## src/rtl/nsa_pkg.sv

```systemverilog
// Shared types and constants for the nibble-serial adder.
// Optional NIBBLE_SERIAL_OVF_EN adds a signed-overflow output to the top.
package nsa_pkg;

    localparam int NIBBLE_W = 4;

    typedef enum logic [1:0] {
        ST_IDLE = 2'd0,
        ST_RUN  = 2'd1,
        ST_DONE = 2'd2
    } state_t;

endpackage

```

## src/rtl/nsa_fsm.sv

```systemverilog
// Control for the nibble-serial adder.
// Holds the state register, the pass counter and both handshakes.
import nsa_pkg::*;

module nsa_fsm #(
    parameter int NIBBLES = 4
) (
    input  logic clk,
    input  logic rst,
    input  logic in_valid,
    input  logic out_ready,
    output logic in_ready,
    output logic out_valid,
    output logic accept,
    output logic run,
    output logic last
);

    localparam int CW = (NIBBLES > 1) ? $clog2(NIBBLES) : 1;

    state_t        state;
    logic [CW-1:0] cnt;

    assign accept = in_ready && in_valid;
    assign run    = (state == ST_RUN);
    assign last   = run && (cnt == CW'(NIBBLES - 1));

    always_ff @(posedge clk) begin
        if (rst) begin
            state     <= ST_IDLE;
            cnt       <= '0;
            in_ready  <= 1'b1;
            out_valid <= 1'b0;
        end else begin
            unique case (state)
                ST_IDLE: begin
                    if (in_valid) begin
                        state    <= ST_RUN;
                        cnt      <= '0;
                        in_ready <= 1'b0;
                    end
                end
                ST_RUN: begin
                    cnt <= cnt + 1'b1;
                    if (last) begin
                        state     <= ST_DONE;
                        out_valid <= 1'b1;
                    end
                end
                ST_DONE: begin
                    if (out_ready) begin
                        state     <= ST_IDLE;
                        out_valid <= 1'b0;
                        in_ready  <= 1'b1;
                    end
                end
                default: begin
                    state     <= ST_IDLE;
                    cnt       <= '0;
                    in_ready  <= 1'b1;
                    out_valid <= 1'b0;
                end
            endcase
        end
    end

endmodule

```

## src/rtl/nibble_serial_adder.sv

```systemverilog
// WIDTH-bit adder that reuses one external 4-bit slice, one nibble per cycle.
// Define NIBBLE_SERIAL_OVF_EN to add the registered out_ovf port.
import nsa_pkg::*;

module nibble_serial_adder #(
    parameter int WIDTH = 16
) (
    input  logic                clk,
    input  logic                rst,
    input  logic                in_valid,
    output logic                in_ready,
    input  logic [WIDTH-1:0]    in_a,
    input  logic [WIDTH-1:0]    in_b,
    input  logic                in_cin,
    output logic                out_valid,
    input  logic                out_ready,
    output logic [WIDTH-1:0]    out_sum,
    output logic                out_cout,
    output logic [NIBBLE_W-1:0] add_a,
    output logic [NIBBLE_W-1:0] add_b,
    output logic                add_cin,
    input  logic [NIBBLE_W-1:0] add_s,
    input  logic                add_cout
`ifdef NIBBLE_SERIAL_OVF_EN
    ,
    output logic                out_ovf
`endif
);

    localparam int NIBBLES = WIDTH / NIBBLE_W;

    logic             accept;
    logic             run;
    logic             last;
    logic [WIDTH-1:0] a_sr;
    logic [WIDTH-1:0] b_sr;
    logic [WIDTH-1:0] sum_sr;
    logic             carry;

    nsa_fsm #(
        .NIBBLES(NIBBLES)
    ) u_fsm (
        .clk      (clk),
        .rst      (rst),
        .in_valid (in_valid),
        .out_ready(out_ready),
        .in_ready (in_ready),
        .out_valid(out_valid),
        .accept   (accept),
        .run      (run),
        .last     (last)
    );

    // Slice inputs are forced to zero whenever no pass is in flight.
    assign add_a   = run ? a_sr[NIBBLE_W-1:0] : '0;
    assign add_b   = run ? b_sr[NIBBLE_W-1:0] : '0;
    assign add_cin = run ? carry : 1'b0;
    assign out_sum = sum_sr;

    always_ff @(posedge clk) begin
        if (rst) begin
            a_sr     <= '0;
            b_sr     <= '0;
            sum_sr   <= '0;
            carry    <= 1'b0;
            out_cout <= 1'b0;
        end else if (accept) begin
            a_sr  <= in_a;
            b_sr  <= in_b;
            carry <= in_cin;
        end else if (run) begin
            a_sr   <= a_sr >> NIBBLE_W;
            b_sr   <= b_sr >> NIBBLE_W;
            sum_sr <= {add_s, sum_sr[WIDTH-1:NIBBLE_W]};
            carry  <= add_cout;
            if (last) begin
                out_cout <= add_cout;
            end
        end
    end

`ifdef NIBBLE_SERIAL_OVF_EN
    // Carry into the sign bit is recovered from the top slice's sum bit.
    always_ff @(posedge clk) begin
        if (rst) begin
            out_ovf <= 1'b0;
        end else if (last) begin
            out_ovf <= add_cout ^ (add_s[3] ^ add_a[3] ^ add_b[3]);
        end
    end
`endif

endmodule
```

## config.mk

```make
export PLATFORM = sky130hd
export DESIGN_NAME = nibble_serial_adder
export DESIGN_NICKNAME = d
export VERILOG_FILES = /design/src/rtl/nsa_pkg.sv /design/src/rtl/nsa_fsm.sv /design/src/rtl/nibble_serial_adder.sv
export SDC_FILE = /design/constraint.sdc
export NUM_CORES = 1
export LEC_CHECK = 0
export CAP_MARGIN = 10
export CORE_UTILIZATION = 35
export CTS_CLUSTER_SIZE = 14
export DETAILED_ROUTE_END_ITERATION = 7
export HOLD_SLACK_MARGIN = 0.1
export PLACE_DENSITY = 0.6
export SLEW_MARGIN = 5
export SYNTH_ARGS = -nofsm -noshare
export SYNTH_HDL_FRONTEND = slang
export SYNTH_SLANG_ARGS = --single-unit
```

## constraint.sdc

```tcl
create_clock -name clk -period 1.3 [get_ports clk]
set_clock_uncertainty 0.15 [all_clocks]
set_input_delay 0.26 -clock clk [delete_from_list [all_inputs] [get_ports clk]]
set_output_delay 0.26 -clock clk [all_outputs]
set_load 0.02 [all_outputs]
```

==> results of run 1 <==
==> logic make-up after synthesis <==
group / count (synthesis) / synth area share [%]
AO/OA/AOI/OAI: 75 / 21.8
adder cells (fa/ha/maj): 1 / 0.519
buffers and inverters: 32 / 7.48
flip-flops: 56 / 46.5
AND/OR/NAND/NOR: 132 / 23.6
==> power groups by stage <==
stage | clock, mW | sequential [mW] | combinational, mW
3_3_place_gp | 0 | 1.91 | 0.706
4_1_cts | 1.02 | 1.89 | 1.02
3_5_place_dp | 0 | 1.91 | 0.708
5_1_grt | 1.10 | 1.93 | 1.22
6_report | 1.00 | 1.92 | 1.16
2_1_floorplan | 0 | 1.92 | 0.381
==> metal layers <==
layer / GRT usage, % / vias up
li1: - / 1238
met1: 26.4 / 1201
met2: 34.0 / 58
met3: 3.70 / 12
met4: 6.47 / 0
met5: 0 / -
==> placed cells by master (no fill, tap or decap), types with 2 or more instances in the layout <==
master | netlist | layout
a21oi_1 | 29 | 9
a21oi_2 | 0 | 20
a311oi_2 | 7 | 24
and2_4 | 0 | 10
buf_12 | 0 | 14
buf_16 | 0 | 4
buf_2 | 11 | 16
buf_4 | 4 | 24
buf_6 | 4 | 19
buf_8 | 0 | 4
clkbuf_8 | 0 | 5
clkdlybuf4s50_1 | 0 | 39
dfxtp_1 | 56 | 46
dfxtp_2 | 0 | 10
inv_1 | 2 | 2
nand2_1 | 62 | 23
nand2_2 | 0 | 9
nand2_4 | 0 | 30
nand2b_1 | 4 | 2
nand2b_4 | 0 | 2
nand3_2 | 0 | 19
nand3_4 | 0 | 5
nor2_1 | 28 | 28
o21ai_1 | 1 | 2
o21ai_2 | 0 | 14
==> state kept, by name, indices dropped and copies added, names as in the netlist <==
| name | flops |
|---|---|
| a_sr | 16 |
| b_sr | 16 |
| carry | 1 |
| out_cout | 1 |
| out_sum | 16 |
| u_fsm.cnt | 2 |
| u_fsm.in_ready | 1 |
| u_fsm.out_valid | 1 |
| u_fsm.state | 2 |
==> how the worst min path moves through the flow <==
stage,start,to,slack (ns),cells past startpoint
floorplan,in_a[12],a_sr[12],0.25,2
global placement,b_sr[13],b_sr[13],0.30,2
detailed placement,u_fsm.out_valid,u_fsm.out_valid,0.31,2
CTS,rst,a_sr[0],0.18,2
global route,rst,b_sr[7],0.20,2
finish,rst,b_sr[7],0.20,2
==> stage by stage <==
step | util, % | hold WS, ns | setup WS [ns] | cell area [µm²]
after floorplan | - | 0.246 | -0.0977 | 2450
after detailed placement | 51.7 | 0.307 | -0.564 | 3360
final | 69.2 | 0.196 | -0.330 | 4490
after global routing | 69.2 | 0.197 | -0.364 | 4490
after global placement | 51.7 | 0.305 | -0.564 | 3360
after CTS | 63.1 | 0.179 | -0.323 | 4100
==> layout make-up <==
| type | count | area (µm²) |
|---|---|---|
| inverters | 2 | 7.51 |
| well taps | 77 | 96.3 |
| flip-flops and latches | 56 | 1130 |
| fillers | 502 | 2000 |
| multi-input cells | 209 | 1800 |
| repair buffers | 123 | 1360 |
| clock buffers | 5 | 68.8 |
| clock inverters | 3 | 22.5 |
==> timing repair <==
item	4_1_cts	5_1_grt
setup endpoints to repair	82	72
pin swaps	74	64
cloned	9	1
gates resized for setup	241	110
buffers inserted	16	7
==> out/qor.yml, run 1 <==
yosysTopAreaCell: "dfxtp_1"
cpLargestDelayFamily: "simple AND/OR/NAND/NOR gates"
wl_met3_um: 259
grt_pass1_vias: 2372
status: "complete, but fails checks"
setup_viol: 59
hold_path_class: "input port to register"
hold_buffers: 0
ys.warnings.count: 0
synth_area_per_cell_um2: 8.14
critPathLaunch: "u_fsm.state[1]"
intPower_mw: 2.82
synth_area_um2: 2410
ys_types: 26
n_antenna_cell: 0
nNetsFinal: 440
dp_hpwl_um: 4060
synth_edf_count: 0
power-per-cell-area_nw_per_um2: 908
die_w_um: 85.0
row_count: 29
drt_iter0_markers: 84
wire_per_inst_um: 16.2
die_h_um: 85.0
reg2reg_depth: 6
track_usage_pct: 20.3
initial_core_util_pct: 37.1
crit_end: "add_a[0]"
max_cap_violations: 0
p_total_mw: 4.08
tightest_slew_ns: 0.334
avgViaCountPerCell: 5.28
die_area_um2: 7220
path_cells: "and2b_4 -> and2_4 -> buf_6"
r2r_setup_slack_ns: -0.23
vias: 2509
fin_tns_setup_ns: -9.98
antenna_found_initial: 0
crit_path_top_delay_cell: "dfxtp_2"
finalCritPeriodShare_pct: 125
critPathLaunchType: "register"
grt_overflow: 0
max_stage_delay_ns: 0.35
timing.rr.start: "u_fsm.state[1]"
worstPathArrival_ns: 1.22
violations: "DRC, setup timing"
ir_drop_v: 0.000499
yosysSeqAreaShare_pct: 46.5
layout-drive-gt1-share_pct: 59.5
io_buffers: 69
hold_viol_final: 0
root_buffer: "clkbuf_8"
grt_setup_unrepaired: "yes"
grt_max_degree: 32
setup_ws_ns: -0.330
highest_layer: "met4"
synth_nets: 339
critPathCaptureType: "output pin"
fmax_mhz: 614
switchingPower_mw: 1.26
drt-met1-wl_um: 3450
synth.area.top_cells: "dfxtp_1 (47%), nand2_1 (9.7%), a311oi_1 (6.5%), a21oi_1 (6.0%), nand3_1 (5.2%)"
dp.cells: 443
clkLatencyLatePin_ns: 0.31
yosysMostFrequentCell: "nand2_1"
coreArea_um2: 6490
antenna_left: 0
p_leak_nw: 1.82
finalNonFillerCells: 475
synth_cells: 296
grt_pass1_wl_um: 11600
ys_ff_latch: 56
numCtsBuffers: 5
synthArstFlopShare_pct: 0
final_max_slew_viol_count: 0
criticalPathCategory: "register to output pin"
switching_share_pct: 31.0
first_pass_iters: 8
num_io_pins: 70
htreeDepth: 2
power_frac_comb_pct: 28.4
power_frac_seq_pct: 47.0
reg2reg_to: "u_fsm.cnt[1]"
place.gp.congestion: 0.762
relSlewSlack_pct: 77.7
area_growth_pct: 86.5
required_ns: 0.89
clk_pin_slew_ns: 0.10
tritoncts: "yes"
cts_sinks: 56
drt_wl_total_um: 7700
synth_top_area_share_pct: 46.5
layout_min_cycle_time_ns: 1.63
routed-wl-met2_um: 3870
synth-main-ff-cell: "dfxtp_1"
critPathBufInv: 1
cts_max_path_buffers: 2
crit_fanout: 6
ys_top_cells_by_count: "nand2_1 (62), dfxtp_1 (56), a21oi_1 (29)"
drc: 5
cp.depth: 3
clkPwrFrac_pct: 24.6
Note: power is estimated with default switching activity, not from simulation.
==> inputs of run 2 (changes only) <==
Settings changed: MAX_ROUTING_LAYER from default to met4.
==> run 2 against run 1 <==
The run still ends with DRC, setup timing left. Fmax is essentially flat. Clock power is essentially flat. Register-to-register slack is essentially flat. Worst hold slack lost 0.011 ns. Cell area is the same. Global-route usage grew 0.66 points. Non-clock buffer count is the same. Utilization is the same. Combinational power is essentially flat. Total power is essentially flat. Sequential power is essentially flat. Sequential cell count is the same. Critical path type unchanged. Critical endpoint unchanged. Largest power group unchanged.
==> out/qor.yml, run 2 (synthesis results as in run 1) <==
status: "complete, but fails checks"
violations: "DRC, setup timing"
layout.area.seq_um2: 1130  # unchanged
cts_max_path_buffers: 2  # unchanged
area_growth_pct: 86.5  # unchanged
dp.cells: 443  # unchanged
hold_viol_final: 0  # unchanged
layout_min_cycle_time_ns: 1.63  # -0.000824 ns
io_buffers: 69  # unchanged
max_stage_delay_ns: 0.35  # about the same
wire_per_inst_um: 16.2  # +0.13%
drc: 5  # unchanged
switching_share_pct: 30.9  # -0.064 points
stdcell_area_um2: 4490  # unchanged
tightest_slew_ns: 0.318  # -0.0159 ns
power-per-cell-area_nw_per_um2: 907  # about the same
intPower_mw: 2.82  # about the same
final_max_slew_viol_count: 0  # unchanged
multi_input_area_um2: 1800  # unchanged
dp_slack_ns: -0.564  # unchanged
die_area_um2: 7220  # unchanged
track_usage_pct: 20.9  # +0.66 points
clk_pin_slew_ns: 0.10  # about the same
postPlaceCellArea_um2: 3360  # unchanged
finalNonFillerCells: 475  # unchanged
die_w_um: 85.0  # unchanged
timing.rr.start: "u_fsm.state[1]"
max_cap_violations: 0  # unchanged
setup_viol: 59  # unchanged
worstPathArrival_ns: 1.22  # about the same
hp-start: "rst"
drt_iter0_markers: 94  # +12%
numCtsBuffers: 5  # unchanged
path_cells: "and2b_4 -> and2_4 -> buf_6"
p_leak_nw: 1.82  # unchanged
first_pass_iters: 8  # unchanged
power_frac_comb_pct: 28.4  # about the same
ir_drop_v: 0.000497  # -0.32%
final.fill_count: 502  # unchanged
final_cell_mix: "dfxtp_1 (46), clkdlybuf4s50_1 (39), nand2_4 (30)"
relSlewSlack_pct: 78.8  # +1.1 points
clkPwrFrac_pct: 24.5  # about the same
grt_max_degree: 32  # unchanged
antenna_left: 0  # unchanged
layout-drive-gt1-share_pct: 59.5  # unchanged
root_buffer: "clkbuf_8"
power_frac_seq_pct: 47.1  # about the same
switchingPower_mw: 1.26  # -0.30%
place.gp.congestion: 0.772  # +1.3%
dp_hpwl_um: 4060  # unchanged
drt_wl_total_um: 7710  # +0.13%
setup_ws_ns: -0.329  # +0.000824 ns
mostFrequentLayoutCell: "dfxtp_1"
num_io_pins: 70  # unchanged
die_h_um: 85.0  # unchanged
cpLargestDelayFamily: "simple AND/OR/NAND/NOR gates"
fmax_mhz: 614  # about the same
critPathBufInv: 1  # unchanged
hold_path_class: "input port to register"
grt_overflow: 0  # unchanged
initial_core_util_pct: 37.1  # unchanged
antenna_found_initial: 0  # unchanged
grt_pass1_wl_um: 11600  # -0.11%
avgViaCountPerCell: 5.27  # -0.28%
n_antenna_cell: 0  # unchanged
finalCritPeriodShare_pct: 125  # about the same
vias: 2502  # -0.28%
crit_path_top_delay_cell: "dfxtp_2"
nNetsFinal: 440  # unchanged
criticalPathCategory: "register to output pin"
required_ns: 0.89  # about the same
hold_buffers: 0  # unchanged
clkLatencyLatePin_ns: 0.31  # about the same
tritoncts: "yes"
crit_fanout: 6  # unchanged
grt_setup_unrepaired: "yes"
critPathLaunchType: "register"
row_count: 29  # unchanged
grt_pass1_vias: 2358  # -0.59%
cts_sinks: 56  # unchanged
critPathCaptureType: "output pin"
coreArea_um2: 6490  # unchanged
htreeDepth: 2  # unchanged
fin_tns_setup_ns: -9.98  # +0.00491 ns
critPathLaunch: "u_fsm.state[1]"
run 2: cell counts in the layout (fill, tap and decap cells not counted):
Identical to the previous run, type by type.
run 2: cell type report:
type | count | area share, %
inverter | 2 | 0.167
tap | 77 | 2.14
multi-input combinational | 209 | 40.2
sequential | 56 | 25.2
clock buffer | 5 | 1.53
clock inverter | 3 | 0.501
timing repair buffer | 123 | 30.3
run 2: timing repair:
item,4_1_cts,5_1_grt
pin swaps,74,64
endpoints found under the setup margin,82,72
gates cloned,9,1
gates resized for setup,241,110
buffers inserted,16,7
run 2: through the flow:
stage | utilization (%) | hold WS (ns) | power (mW)
after global routing | 69.2 | 0.197 | 4.27
after detailed placement | 51.7 | 0.307 | 2.62
final | 69.2 | 0.185 | 4.08
after global placement | 51.7 | 0.305 | 2.61
after CTS | 63.1 | 0.179 | 3.92
after floorplan | - | 0.246 | 2.30
run 2: path summary, 6_finish.rpt:
check                               endpoint  slack, ns  cells past startpoint
worst max-delay path                add_a[0]      -0.33                      3
worst min register to register    out_sum[0]       0.32                      2
worst max register to register  u_fsm.cnt[1]      -0.23                      6
worst min-delay path                 b_sr[3]       0.19                      2
run 2: layer usage:
layer  track usage [%]  vias up  routed length, µm
li1                  -     1239                  -
met1              27.0     1198               3510
met2              33.7       53               3870
met3              3.40       12                208
met4              6.47        0                113
met5                 -        -                  0
run 2: power by group through the flow:
stage | sequential, mW | combinational, mW | clock [mW]
2_1_floorplan | 1.92 | 0.381 | 0
3_3_place_gp | 1.91 | 0.706 | 0
3_5_place_dp | 1.91 | 0.708 | 0
4_1_cts | 1.89 | 1.02 | 1.02
5_1_grt | 1.93 | 1.22 | 1.11
6_report | 1.92 | 1.16 | 0.999
==> inputs of run 3 (changes only) <==
Settings changed: CAP_MARGIN 10 to default, PLACE_DENSITY 0.6 to 0.58.
Clock period 1.3 ns to 1.8 ns, I/O delays scaled along.
==> run 3 against run 2 <==
The flow finishes with violations (DRC). Final cell count decreased by 7.2%. Die area unchanged. Combinational power decreased by 59%. Register-to-register slack improved by 0.42 ns. Critical path depth decreased by 2. Via count decreased by 9.2%. Count of clock-buffer cells in the layout increased by 2. Routed wire length decreased by 22%. Clock power decreased by 33%. Sequential cell count unchanged. Worst hold slack improved by 0.13 ns. Largest power group unchanged.
==> out/qor.yml, run 3 (synthesis results as in run 1) <==
antenna_found_initial: 0  # unchanged
initial_core_util_pct: 37.1  # unchanged
reg2reg_depth: 6  # unchanged
routed-wl-met2_um: 2770  # -28%
clkLatencyLatePin_ns: 0.30  # about the same
row_count: 29  # unchanged
grt_pass1_wl_um: 9960  # -14%
setup_viol: 0  # -100%
numCtsBuffers: 5  # unchanged
required_ns: 1.29  # +0.40 ns
place.gp.congestion: 0.771  # about the same
mostFrequentLayoutCell: "nand2_1"
worstPathArrival_ns: 1.24  # +0.02 ns
power-per-cell-area_nw_per_um2: 753  # -17%
avgViaCountPerCell: 5.15  # -2.1%
critPathCaptureType: "output pin"
nNetsFinal: 406  # -7.7%
antenna_left: 0  # unchanged
timing.rr.start: "u_fsm.state[1]"
drt_iter0_markers: 126  # +34%
hold_buffers: 0  # unchanged
root_buffer: "clkbuf_8"
first_pass_iters: 7  # -1
highest_layer: "met4"
coreArea_um2: 6490  # unchanged
drc: 6  # +1
htreeDepth: 2  # unchanged
final_max_slew_viol_count: 0  # unchanged
io_buffers: 69  # unchanged
vias: 2273  # -9.2%
criticalPathCategory: "register to output pin"
wl_met3_um: 320  # +54%
dp_hpwl_um: 3800  # -6.4%
wire_per_inst_um: 13.6  # -16%
grt_setup_unrepaired: "no"
fmax_mhz: 571
hold_end: "u_fsm.out_valid"
drt-met1-wl_um: 2890  # -18%
hold_path_class: "register to register"
max_stage_delay_ns: 0.61  # +0.26 ns
grt_overflow: 0  # unchanged
critPathLaunchType: "register"
relSlewSlack_pct: 76.2  # -2.6 points
status: "complete, but fails checks"
hold_depth: 2  # unchanged
ir_drop_v: 0.000374  # -25%
crit_path_top_delay_cell: "clkdlybuf4s50_1"
tritoncts: "yes"
layout_min_cycle_time_ns: 1.75
cts_max_path_buffers: 2  # unchanged
final.fill_count: 637  # +27%
setup_ws_ns: 0.0476  # +0.377 ns
num_io_pins: 70  # unchanged
max_cap_violations: 0  # unchanged
hp-start: "u_fsm.out_valid"
layout-drive-gt1-share_pct: 13.2  # -46 points
crit_fanout: 2  # -4
drt_wl_total_um: 6000  # -22%
critPathBufInv: 1  # unchanged
final_cell_mix: "nand2_1 (61), dfxtp_1 (55), clkdlybuf4s50_1 (42)"
violations: "DRC"
area_growth_pct: 37.9
cpLargestDelayFamily: "buffers and inverters"
r2r_setup_slack_ns: 0.19  # +0.42 ns
finalCritPeriodShare_pct: 97.4
die_h_um: 85.0  # unchanged
hold_viol_final: 0  # unchanged
fin_tns_setup_ns: 0  # +9.98 ns
p_leak_nw: 1.37  # -25%
die_area_um2: 7220  # unchanged
reg2reg_to: "a_sr[10]"
cts_sinks: 56  # unchanged
dp_slack_ns: -0.131  # +0.434 ns
die_w_um: 85.0  # unchanged
n_antenna_cell: 0  # unchanged
tightest_slew_ns: 0.347  # +0.0294 ns
grt_pass1_vias: 2082  # -12%
grt_max_degree: 28  # -13%
finish.utilization_pct: 51.1  # -18 points
track_usage_pct: 17.5  # -3.4 points
clk_pin_slew_ns: 0.09  # about the same
path_cells: "clkdlybuf4s50_1"
-- run 3: cell types whose count changed in the layout (fill, tap and decap cells not counted), sizes merged --
cell / previous run / this run
buf: 81 / 30
dlygate4sd2: 0 / 10
dlymetal6s2s: 1 / 7
clkdlybuf4s50: 39 / 42
clkinv: 2 / 1
inv: 3 / 2
-- run 3: cell type report --
| class | count | area [µm²] | share of cell area (%) |
|---|---|---|---|
| clock inverters | 1 | 8.76 | 0.264 |
| flip-flops and latches | 56 | 1120 | 33.8 |
| multi-input cells | 209 | 1120 | 33.8 |
| clock buffers | 7 | 76.3 | 2.30 |
| well taps | 77 | 96.3 | 2.90 |
| repair buffers | 89 | 887 | 26.7 |
| inverters | 2 | 7.51 | 0.226 |
-- run 3: stage by stage --
stage                     std cells  hold WS, ns  power, mW  cell area, µm²
after floorplan                 296        0.298       1.64            2410
after global placement          428        0.305       1.86            3230
after detailed placement        428        0.310       1.86            3230
after CTS                       441        0.325       2.54            3300
after global routing            441        0.350       2.64            3320
final                           441        0.317       2.50            3320
-- run 3: how the worst max path moves through the flow --
stage	from	to	slack, ns	depth (start not counted)
finish	u_fsm.out_valid	out_valid	0.05	1
global route	u_fsm.out_valid	out_valid	0.005	1
CTS	out_sum[11]	out_sum[11]	0.004	1
detailed placement	u_fsm.state[1]	add_b[0]	-0.13	3
global placement	u_fsm.state[1]	add_a[2]	-0.11	3
floorplan	u_fsm.state[0]	add_a[0]	0.16	5
-- run 3: per-layer routing --
layer | GRT usage [%] | vias to the layer above
met3 | 3.60 | 2
met2 | 26.2 | 49
met5 | - | -
li1 | - | 1152
met4 | 4.16 | 0
met1 | 24.2 | 1070
-- run 3: power breakdown --
group          internal, mW  total, mW  switching, mW  leakage (nW)
Combinational         0.236      0.479          0.243         0.866
Sequential             1.31       1.35         0.0396         0.460
Clock                 0.279      0.669          0.390        0.0424
Total                  1.83       2.50          0.672          1.37
-- run 3: repair_timing --
item                       4_1_cts  5_1_grt
cloned                           1        0
setup endpoints to repair       19        9
buffers inserted                 4        0
hold endpoints to repair         0        0
resized for setup               49        8
